--- src/rtl/slow_clk_monitor.sv ---
// slow_clk_monitor
// Watches a slow divided clock from the fast clock domain. The input is
// synchronized and edge-detected. The module measures the rising-edge period
// in CLKFast cycles and tracks lock. It declares the input lost when no rising
// edge arrives for TIMEOUT cycles.
module slow_clk_monitor #(
  parameter int CNT_W   = 28,
  parameter int TIMEOUT = 120000000
) (
  input  logic             CLKFast,
  input  logic             rst,
  input  logic             slowClkIn,
  output logic             risePulse,
  output logic             fallPulse,
  output logic [CNT_W-1:0] period,
  output logic             periodValid,
  output logic             locked,
  output logic             lost
);

  localparam logic [1:0] IDLE  = 2'd0;
  localparam logic [1:0] ARMED = 2'd1;
  localparam logic [1:0] RUN   = 2'd2;
  localparam logic [1:0] LOST  = 2'd3;

  localparam logic [CNT_W-1:0] CNT_MAX = CNT_W'(TIMEOUT - 1);
  localparam logic [CNT_W-1:0] CNT_ONE = CNT_W'(1);

  logic             s1;
  logic             s2;
  logic             s3;
  logic [CNT_W-1:0] cnt;
  logic [1:0]       state;
  logic [1:0]       state_next;
  logic             capture;
  logic             timeout;

  // Two-flop synchronizer followed by a history flop for edge detection
  always_ff @(posedge CLKFast or posedge rst) begin
    if (rst) begin
      s1 <= 1'b0;
      s2 <= 1'b0;
      s3 <= 1'b0;
    end else begin
      s1 <= slowClkIn;
      s2 <= s1;
      s3 <= s2;
    end
  end

  // Registered edge pulses, three cycles after the input edge
  always_ff @(posedge CLKFast or posedge rst) begin
    if (rst) begin
      risePulse <= 1'b0;
      fallPulse <= 1'b0;
    end else begin
      risePulse <= s2 & ~s3;
      fallPulse <= ~s2 & s3;
    end
  end

  // Cycles since the last rising edge; saturates at TIMEOUT-1 so it never wraps
  always_ff @(posedge CLKFast or posedge rst) begin
    if (rst) begin
      cnt <= '0;
    end else if (risePulse) begin
      cnt <= '0;
    end else if (cnt != CNT_MAX) begin
      cnt <= cnt + CNT_ONE;
    end
  end

  assign timeout = (cnt == CNT_MAX);

  // Next-state logic; a rising edge always wins over a coincident timeout
  always_comb begin
    state_next = state;
    capture    = 1'b0;
    case (state)
      IDLE: begin
        if (risePulse) begin
          state_next = ARMED;
        end else if (timeout) begin
          state_next = LOST;
        end
      end
      ARMED, RUN: begin
        if (risePulse) begin
          state_next = RUN;
          capture    = 1'b1;
        end else if (timeout) begin
          state_next = LOST;
        end
      end
      LOST: begin
        if (risePulse) begin
          state_next = ARMED;
        end
      end
      default: state_next = IDLE;
    endcase
  end

  // State, period capture and status flags taken from the next state
  always_ff @(posedge CLKFast or posedge rst) begin
    if (rst) begin
      state       <= IDLE;
      period      <= '0;
      periodValid <= 1'b0;
      locked      <= 1'b0;
      lost        <= 1'b0;
    end else begin
      state       <= state_next;
      periodValid <= capture;
      if (capture) begin
        period <= cnt + CNT_ONE;
      end
      locked <= (state_next == RUN);
      lost   <= (state_next == LOST);
    end
  end

endmodule

--- config.mk ---
export PLATFORM = sky130hd
export DESIGN_NAME = slow_clk_monitor
export DESIGN_NICKNAME = d
export VERILOG_FILES = /design/src/rtl/slow_clk_monitor.sv
export SDC_FILE = /design/constraint.sdc
export NUM_CORES = 1
export LEC_CHECK = 0
export CORE_AREA = 3 3 77 79
export DETAILED_ROUTE_END_ITERATION = 7
export DIE_AREA = 0 0 80 82
export PLACE_DENSITY = 0.88
export SYNTH_ARGS = -nofsm -noshare
export SYNTH_HDL_FRONTEND = slang
export SYNTH_SLANG_ARGS = --single-unit
--- constraint.sdc ---
create_clock -name CLKFast -period 2.7 [get_ports CLKFast]
set_input_delay 0.54 -clock CLKFast [delete_from_list [all_inputs] [get_ports CLKFast]]
set_output_delay 0.54 -clock CLKFast [all_outputs]
set_load 0.01 [all_outputs]
* After elaboration in Yosys (flattened, before gate mapping)
Cells that the tools add are included.
Word-level totals: register bits after elaboration 66, output and inout port bits 33, word-level logic and storage cells 35
Operators by class: $add $sub $neg 1, equality and inequality tests 7, muxes and demuxes 9, bitwise gates (word level) 4, reductions and logical operators 3
Operators by type and width (number):
- $mux W28 | 2
- $add A28 B1 Y28 const B | 1
- $eq A28 B27 Y1 const B | 1
- $ne A28 B27 Y1 const B | 1
- $eq A2 B2 Y1 const B | 4
- $mux W2 | 4
- $pmux W2 S3 | 1
- $and A1 B1 Y1 | 2
- $eq A2 B1 Y1 const B | 1
- $logic_not A2 Y1 | 1
- $mux W1 | 2
- $not A1 Y1 | 2
- $reduce_bool A2 Y1 | 1
- $reduce_or A2 Y1 | 1

* Depth between registers and ports, before layout
Gate-level depths: netlist (run 1).
word-level depth 5, gate-level depth with buffers 7, mapped depth without buffers 6

* Worst setup path before layout (run 1)
Ideal clock, no wire load.
kind register to register, start reg cnt[0], end reg period[18], arrival time 1.646 ns, data required time 2.618 ns, path slack 0.972 ns, stages on the path, launching flop included 7, buffers on the path 1, period minus slack after synthesis 1.728 ns, cell sequence dfrtp_1 -> ha_1 -> and4_1 -> nand4_1 -> buf_2 -> or3_1 -> a31oi_1
On the way: longest elaborated chain between the ends 1
RTL lines:
- start: declaration | line 32 | logic [CNT_W-1:0] cnt;
- start signal: assignment | line 69 | cnt <= cnt + CNT_ONE;
- $add A28 B1 Y28 | line 116 | period <= cnt + CNT_ONE;
- end signal: assignment | line 116
- end: declaration | line 15 | output logic [CNT_W-1:0] period,
No other way between the ends. A chain may end at the register's enable or synchronous reset.

* Worst setup path in the final report (run 1)
start reg cnt[0], end reg period[20]
Same word-level chain as after synthesis.

==> results_dict.tcl, run 1 <==
set metrics [dict create \
    clk_pin_slew_ns 0.07 \
    synthCells 292 \
    powerDensity_mw_per_mm2 767.2 \
    htree_levels 3 \
    cpPeakStageDelay_ns 0.50 \
    finalHoldViolCount 0 \
    drcViolationCount 0 \
    holdWs_ns 0.3558 \
    worstMarginPinSlew_ns 0.6517 \
    wl_per_cell_um 14.96 \
    critPathArrivalTime_ns 2.39 \
    ant_nets 0 \
    grt_overflow 0 \
    criticalPathCategory "reg2reg" \
    num_antenna_cells 0 \
    coreArea_mm2 0.005405 \
    io_pins 36 \
    grtUsageTotal_pct 21.25 \
    synth_top_flop_cell "dfrtp_1" \
    die_w_um 80 \
    worst_slack_ns 0.5629 \
    synth_seq_cells 66 \
    status "finished clean" \
    finalWirelength_um 6147 \
    cts-resized-gates 0 \
    maxCapViolations 0 \
    cts_num_sinks 66 \
    fin_setup_tns_ns 0 \
    via_count 2359 \
    first_pass_iters 4 \
    cp_cell_sequence "ha_1 > and4_1 > nand4_1 > or3_1 > a31oi_1" \
    ctsHoldBuffers 0 \
    r2r_slack_ns 0.56 \
    start_util_pct 54.12 \
    dieArea_mm2 0.006560 \
    slew_violations 0 \
    n_fill_cell 432 \
    period_needed_ns 2.137 \
    syn_to_final_growth_pct 21.13 \
    path_max_fanout 11 \
    setup_viol 0 \
    rows 27 \
    avgSynthCellArea_um2 10.02 \
    place_ws_ns 0.6416 \
    skew_ns 0.009784 \
    start_kind "register" \
    async_flop_share_pct 100.0 \
    vias_per_cell 5.740 \
    grt_pass1_wl_um 10660 \
    grt_pass1_vias 2299 \
    hpwl_um 4364 \
    reg2reg_depth 5 \
    yosys_warnings 0 \
    port_buffers 35 \
    die_y_um 82 \
    nets 341 \
    place_congestion 0.9472 \
    hold_path_class "reg2reg" \
    initialDrtViolationCount 230 \
    rsz0062_at_grt "false" \
    antenna_found_initial 0 \
    drive_above_1_share_pct 6.490 \
    fmax_mhz 467.9 \
    whs_path_depth 0 \
    grt_max_degree 34 \
    syn_nets 298 \
    cts_tree "done" \
    clock_tree.root_cell "clkbuf_8" \
    slew_headroom_pct 56.51 \
    cts_max_path_buffers 2 \
    cts_buffers 9 \
    min_period_over_period_pct 79.15 \
    ir_drop_v 0.0005085 \
    total_leakage_power_nw 1.453 \
    cp-end-kind "register" \
    cpMaxStageDelayCell "or3_1" \
    cts_setup_buffers 0 \
    power_mw 2.719 \
    netlist_area_mm2 0.002925 \
    worstSkewPairLatency_ns 0.34 \
    ys_types 34 \
    yosysSeqAreaShare_pct 56.46 \
    crit_required_ns 2.96 \
    synth-edff-count 0 \
]
[sequential cells by signal, summed over array words and instances, names as in the netlist]
signal / cells
period: 28
lost: 1
state: 2
fallPulse: 1
periodValid: 1
locked: 1
risePulse: 1
s2: 1
cnt: 28
s3: 1
s1: 1
[synthesized netlist by cell type, drive strengths merged (3+ instances only)]
cell,count,area share [%]
xor2,6,1.8
nand2,34,4.4
inv,9,1.2
dfrtp,66,56
nor2,23,3.0
o21ai,29,5.0
and4,7,2.1
a31oi,11,2.4
a21oi,21,3.6
ha,3,1.3
or4,3,0.77
nor3,7,1.2
xnor2,9,2.7
and3,3,0.64
nor4,4,0.86
clkbuf,7,0.90
nand3,9,1.7
nand4,13,3.5
or3,10,2.1
[critical path, delay by kind of cell, from the launching register on]
kind / cells / cell delay, ns
DFF: 1 / 0.45
AOI/OAI and AO/OA: 1 / 0.17
and+or+nand+nor: 3 / 1.15
adders and majority gates: 1 / 0.27
[final cells by class]
class / count / area, um^2 / area share, %
Sequential cell: 66 / 1652 / 46.61
Multi-Input combinational cell: 209 / 1209 / 34.11
Timing Repair Buffer: 40 / 387.9 / 10.95
Clock buffer: 13 / 158.9 / 4.484
Tap cell: 72 / 90.09 / 2.542
Inverter: 9 / 33.78 / 0.9534
Clock inverter: 2 / 12.51 / 0.3531
[stage by stage]
stage	instances	util (%)	cell area, um^2
after floorplan	292	-	2925
after global placement	396	62.38	3372
after detailed placement	396	62.38	3372
after CTS	411	65.56	3543
after global routing	411	65.56	3543
final	411	65.56	3543
[layout by cell type (no fill, tap or decap), types with 2 or more instances in the layout]
cell type | synthesis | layout
and3_1 | 3 | 3
dfrtp_1 | 66 | 66
or3_1 | 10 | 10
xnor2_1 | 9 | 9
clkdlybuf4s50_1 | 0 | 35
nand4_1 | 11 | 11
and4_1 | 7 | 7
a221oi_1 | 2 | 2
o21ai_0 | 28 | 28
clkbuf_8 | 0 | 11
nor4bb_1 | 2 | 2
xor2_1 | 6 | 6
o22ai_1 | 2 | 2
nor2b_1 | 2 | 2
o31ai_1 | 2 | 2
a211oi_1 | 2 | 2
nand3_1 | 8 | 8
buf_4 | 0 | 5
nor2_1 | 23 | 23
inv_1 | 9 | 8
nor4_1 | 4 | 4
nand2_1 | 34 | 34
a31oi_1 | 11 | 11
clkbuf_1 | 7 | 2
nor3_1 | 7 | 7
or4_1 | 3 | 3
a21oi_1 | 21 | 21
ha_1 | 3 | 3
and2_1 | 2 | 2
[kinds of logic (layout without fill, tap and decap cells)]
kind of cell    Yosys count  count (layout)  synth area share, %
compound gates           71              71                13.47
xor+xnor                 15              15                4.491
fa+ha+maj                 3               3                1.283
buf+inv                  17              64                2.224
flops                    66              66                56.46
simple gates            120             120                22.07
[where the power goes]
part	switching, mW	total [mW]	leakage, nW	internal (mW)
registers	0.111	1.27	0.877	1.15
logic	0.354	0.720	0.490	0.366
clock network	0.356	0.733	0.0855	0.377
total	0.821	2.72	1.45	1.90
[worst paths after layout]
kind / to / startpoint
min in group asynchronous: period[20] / rst
min: s2 / s1
max in group asynchronous: period[3] / rst
min reg2reg: s2 / s1
max: period[20] / cnt[0]
max reg2reg: period[20] / cnt[0]
[routing by layer]
metal,GRT usage (%),vias to the layer above,routed length [um]
met5,0,-,0
met2,31.46,72,2867
met3,6.140,15,341
li1,-,1147,-
met4,9.797,0,113
met1,28.99,1125,2825
(Power assumes the default switching activity.)
==> inputs of run 2 (changes only) <==
Settings changed: CORE_AREA 3 3 77 79 to 3 3 81 83, DIE_AREA 0 0 80 82 to 0 0 84 86, PLACE_DENSITY 0.88 to 0.84.
Clock period 2.7 ns to 1.9 ns, I/O delays scaled along.
==> results_dict.tcl, run 2 (synthesis results as in run 1) <==
set metrics [dict create \
    status "finished clean" \
    cpPeakStageDelay_ns 0.45 \
    fin_setup_tns_ns 0 \
    rsz0062_at_grt "true" \
    maxCapViolations 0 \
    clock_tree.root_cell "clkbuf_8" \
    grt_max_degree 67 \
    cp-end-kind "register" \
    path_max_fanout 5 \
    finalHoldViolCount 0 \
    r2r_slack_ns 0.05 \
    worstSkewPairLatency_ns 0.35 \
    utilization_pct 62.26 \
    min_period_over_period_pct 97.42 \
    syn_to_final_growth_pct 26.01 \
    grt_pass1_vias 2376 \
    place_congestion 0.9367 \
    drive_above_1_share_pct 10.40 \
    cp_cell_sequence "ha_2 > nand4_1 > nor4_2 > xnor2_1 > o21ai_0" \
    antenna_found_initial 0 \
    start_util_pct 49.41 \
    cts_setup_buffers 0 \
    cts_max_path_buffers 2 \
    cts_tree "done" \
    reg2reg_depth 5 \
    worstMarginPinSlew_ns 0.3688 \
    final_cell_mix "dfrtp_1 (65), clkdlybuf4s50_1 (35), nand2_1 (34)" \
    ctsHoldBuffers 0 \
    via_count 2384 \
    hold_path_class "reg2reg" \
    htree_levels 3 \
    die_w_um 84 \
    critPathArrivalTime_ns 2.07 \
    cts-resized-gates 0 \
    port_buffers 35 \
    vias_per_cell 5.663 \
    coreArea_mm2 0.005921 \
    period_needed_ns 1.851 \
    cts_buffers 9 \
    drcViolationCount 0 \
    fmax_mhz 540.3 \
    wl_met1_um 2946 \
    start_kind "register" \
    cpMaxStageDelayCell "nor4_2" \
    slew_violations 0 \
    first_pass_iters 4 \
    finalWirelength_um 6555 \
    dieArea_mm2 0.007224 \
    total_leakage_power_nw 1.509 \
    grt_pass1_wl_um 11360 \
    clk_pin_slew_ns 0.06 \
    reg_top3 "cnt (28), period (28), state (2)" \
    ant_nets 0 \
    initialDrtViolationCount 219 \
    ir_drop_v 0.0006431 \
    rows 28 \
    grt_overflow 0 \
    powerDensity_mw_per_mm2 1134 \
    io_pins 36 \
    hpwl_um 4476 \
    route.met2.wl_um 3010 \
    slew_headroom_pct 75.08 \
    nets 348 \
    setup_viol 0 \
    wl_met3_um 475 \
    highest_layer "met4" \
    crit_required_ns 2.12 \
    grtUsageTotal_pct 19.89 \
    wl_per_cell_um 15.57 \
    whs_path_depth 0 \
    die_y_um 86 \
    skew_ns 0.005268 \
    criticalPathCategory "reg2reg" \
    layout_commonest_cell "dfrtp_1" \
    cts_num_sinks 66 \
    num_antenna_cells 0 \
]
-- run 2: final cells by class --
type	count	area, um^2
clock buffers	13	158.9
repair buffers	47	452.9
well taps	75	93.84
clock inverters	2	60.06
fillers	483	2235
flip-flops and latches	66	1653
inverters	9	37.54
multi-input cells	209	1230
-- run 2: worst max-delay path: cells and delay by family (launching register included) --
family,cells,cell delay (ns)
DFF,1,0.43
and+or+nand+nor,2,0.78
adders and majority gates,1,0.22
AOI/OAI and AO/OA,1,0.10
xor gates and xnor gates,1,0.18
-- run 2: worst paths after layout --
kind                       startpoint    endpoint
max                            cnt[1]  period[14]
min                                s1          s2
max reg2reg                    cnt[1]  period[14]
min reg2reg                        s1          s2
max in group asynchronous         rst      cnt[1]
min in group asynchronous         rst  period[19]
-- run 2: metrics by stage --
| stage | instances | hold WS, ns | total power [mW] | cell area [um^2] | setup WS [ns] |
|---|---|---|---|---|---|
| 2_1_floorplan | 292 | 0.3312 | 2.358 | 2929 | 0.1724 |
| 3_3_place_gp | 406 | 0.3318 | 2.846 | 3445 | 0.1348 |
| 3_5_place_dp | 406 | 0.3358 | 2.891 | 3445 | 0.06630 |
| 4_1_cts | 421 | 0.3529 | 4.210 | 3664 | 0.04397 |
| 5_1_grt | 421 | 0.3699 | 4.411 | 3686 | -0.01521 |
| 6_report | 421 | 0.3447 | 4.181 | 3686 | 0.04908 |
-- run 2: report_power, final --
part	leakage (nW)	total (mW)	internal, mW	switching, mW
Clock	0.110	1.31	0.804	0.502
Combinational	0.524	1.06	0.541	0.518
Sequential	0.876	1.82	1.64	0.173
Total	1.51	4.18	2.99	1.19
-- run 2: routing by layer --
metal	up-vias	global-route usage (%)
li1	1153	-
met1	1133	25.98
met2	84	30.22
met3	14	7.493
met4	0	7.749
met5	-	0
==> RTL edit: new RTL, config.mk and constraints of run 1 <==
The parameter `CNT_W` goes from 28 to 32.
--- a/src/rtl/slow_clk_monitor.sv
+++ b/src/rtl/slow_clk_monitor.sv
@@ -5,5 +5,5 @@
 // edge arrives for TIMEOUT cycles.
 module slow_clk_monitor #(
-  parameter int CNT_W   = 28,
+  parameter int CNT_W   = 32,
   parameter int TIMEOUT = 120000000
 ) (
Ports: changed (resized period); port bits go from 36 to 40. The function was not compared with the original's and may differ.
==> RTL edit against run 1 <==
  * Largest power group unchanged
  * Count of clock-buffer cells in the layout is 1 lower
  * Wire length up 22%
  * Power grew 18%
  * Design area up 14%
  * Sequential cell count is 8 higher
  * Worst setup slack better by 0.074 ns
  * Synthesized area increased by 16%
==> RTL edit: results (changes against run 1) <==
Placer Congestion=0.896 (-5.4%); status=completed; routed vias/inst=6.05 (+5.3%); hpwl dp=5130 um (+18%); Leak=1.66 nW (+15%); routed len/inst=16.4 um (+9.6%); buffering overhead=0.111 (+0.00137); largest registers=cnt (32), period (32), state (2); clk_skew=0.00895 ns (-0.000831 ns); commonest cells in the synthesized netlist=74 x dfrtp_1, 31 x a21oi_1, 31 x nand2_1; number of port buffers=39 (+11%); crit path to=period[28]; syn_nets=349 (+17%); CP max FO=10 (-1); fill cell count=394 (-8.8%); register area share after synthesis=0.545 (-0.0199); vias in the first global route=2731 (+19%); ClkCell Share=0.0471 (-0.00132); fraction of area in multi-input gates=0.355 (+0.0140); Starting DRT DRC Count=227 (-1.3%); non-clock buffer count=45 (+13%); # placed instances=440 (+11%); minimum hold slack=0.356 ns (+0.000369 ns); pin count of the biggest net entering global routing=75 (+120%); sequential share of cell area=0.458 (-0.00790); share of cells above drive strength 1=0.0755 (+0.0106); Cells after Synth=343 (+17%); Total GRT Usage=0.253 (+0.0403); Worst path slowest cell=or4_1; area post-placement=3850 um2 (+14%); # clk buffers=12 (-1); final worst-path cycle share=0.764 (-0.0276)
[RTL edit: changes by cell type in the layout (fill, tap and decap cells not counted), moves of 5 or more]
| cell | before | now |
|---|---|---|
| o21ai_0 | 28 | 22 |
| nand3_1 | 8 | 15 |
| or4_1 | 3 | 8 |
| dfrtp_1 | 66 | 74 |
| a21oi_1 | 21 | 31 |
| a31oi_1 | 11 | 18 |
| o31ai_1 | 2 | 8 |
[RTL edit: cells by family after synthesis]
family,share of synthesized area
and+or+nand+nor,0.223
adders and majority gates,0.0110
DFF,0.545
xor gates and xnor gates,0.0283
buffers and inverters,0.0331
AOI/OAI and AO/OA,0.160
[RTL edit: report_power, final]
group	switching (mW)	internal, mW	total [mW]
logic	0.450	0.494	0.944
registers	0.135	1.32	1.46
clock network	0.409	0.406	0.815
[RTL edit: layer usage]
layer	share of wire	GRT usage	up-vias
li1	-	-	1337
met3	0.054	0.0669	24
met5	0	0	-
met1	0.44	0.330	1305
met2	0.48	0.395	91
met4	0.025	0.122	0
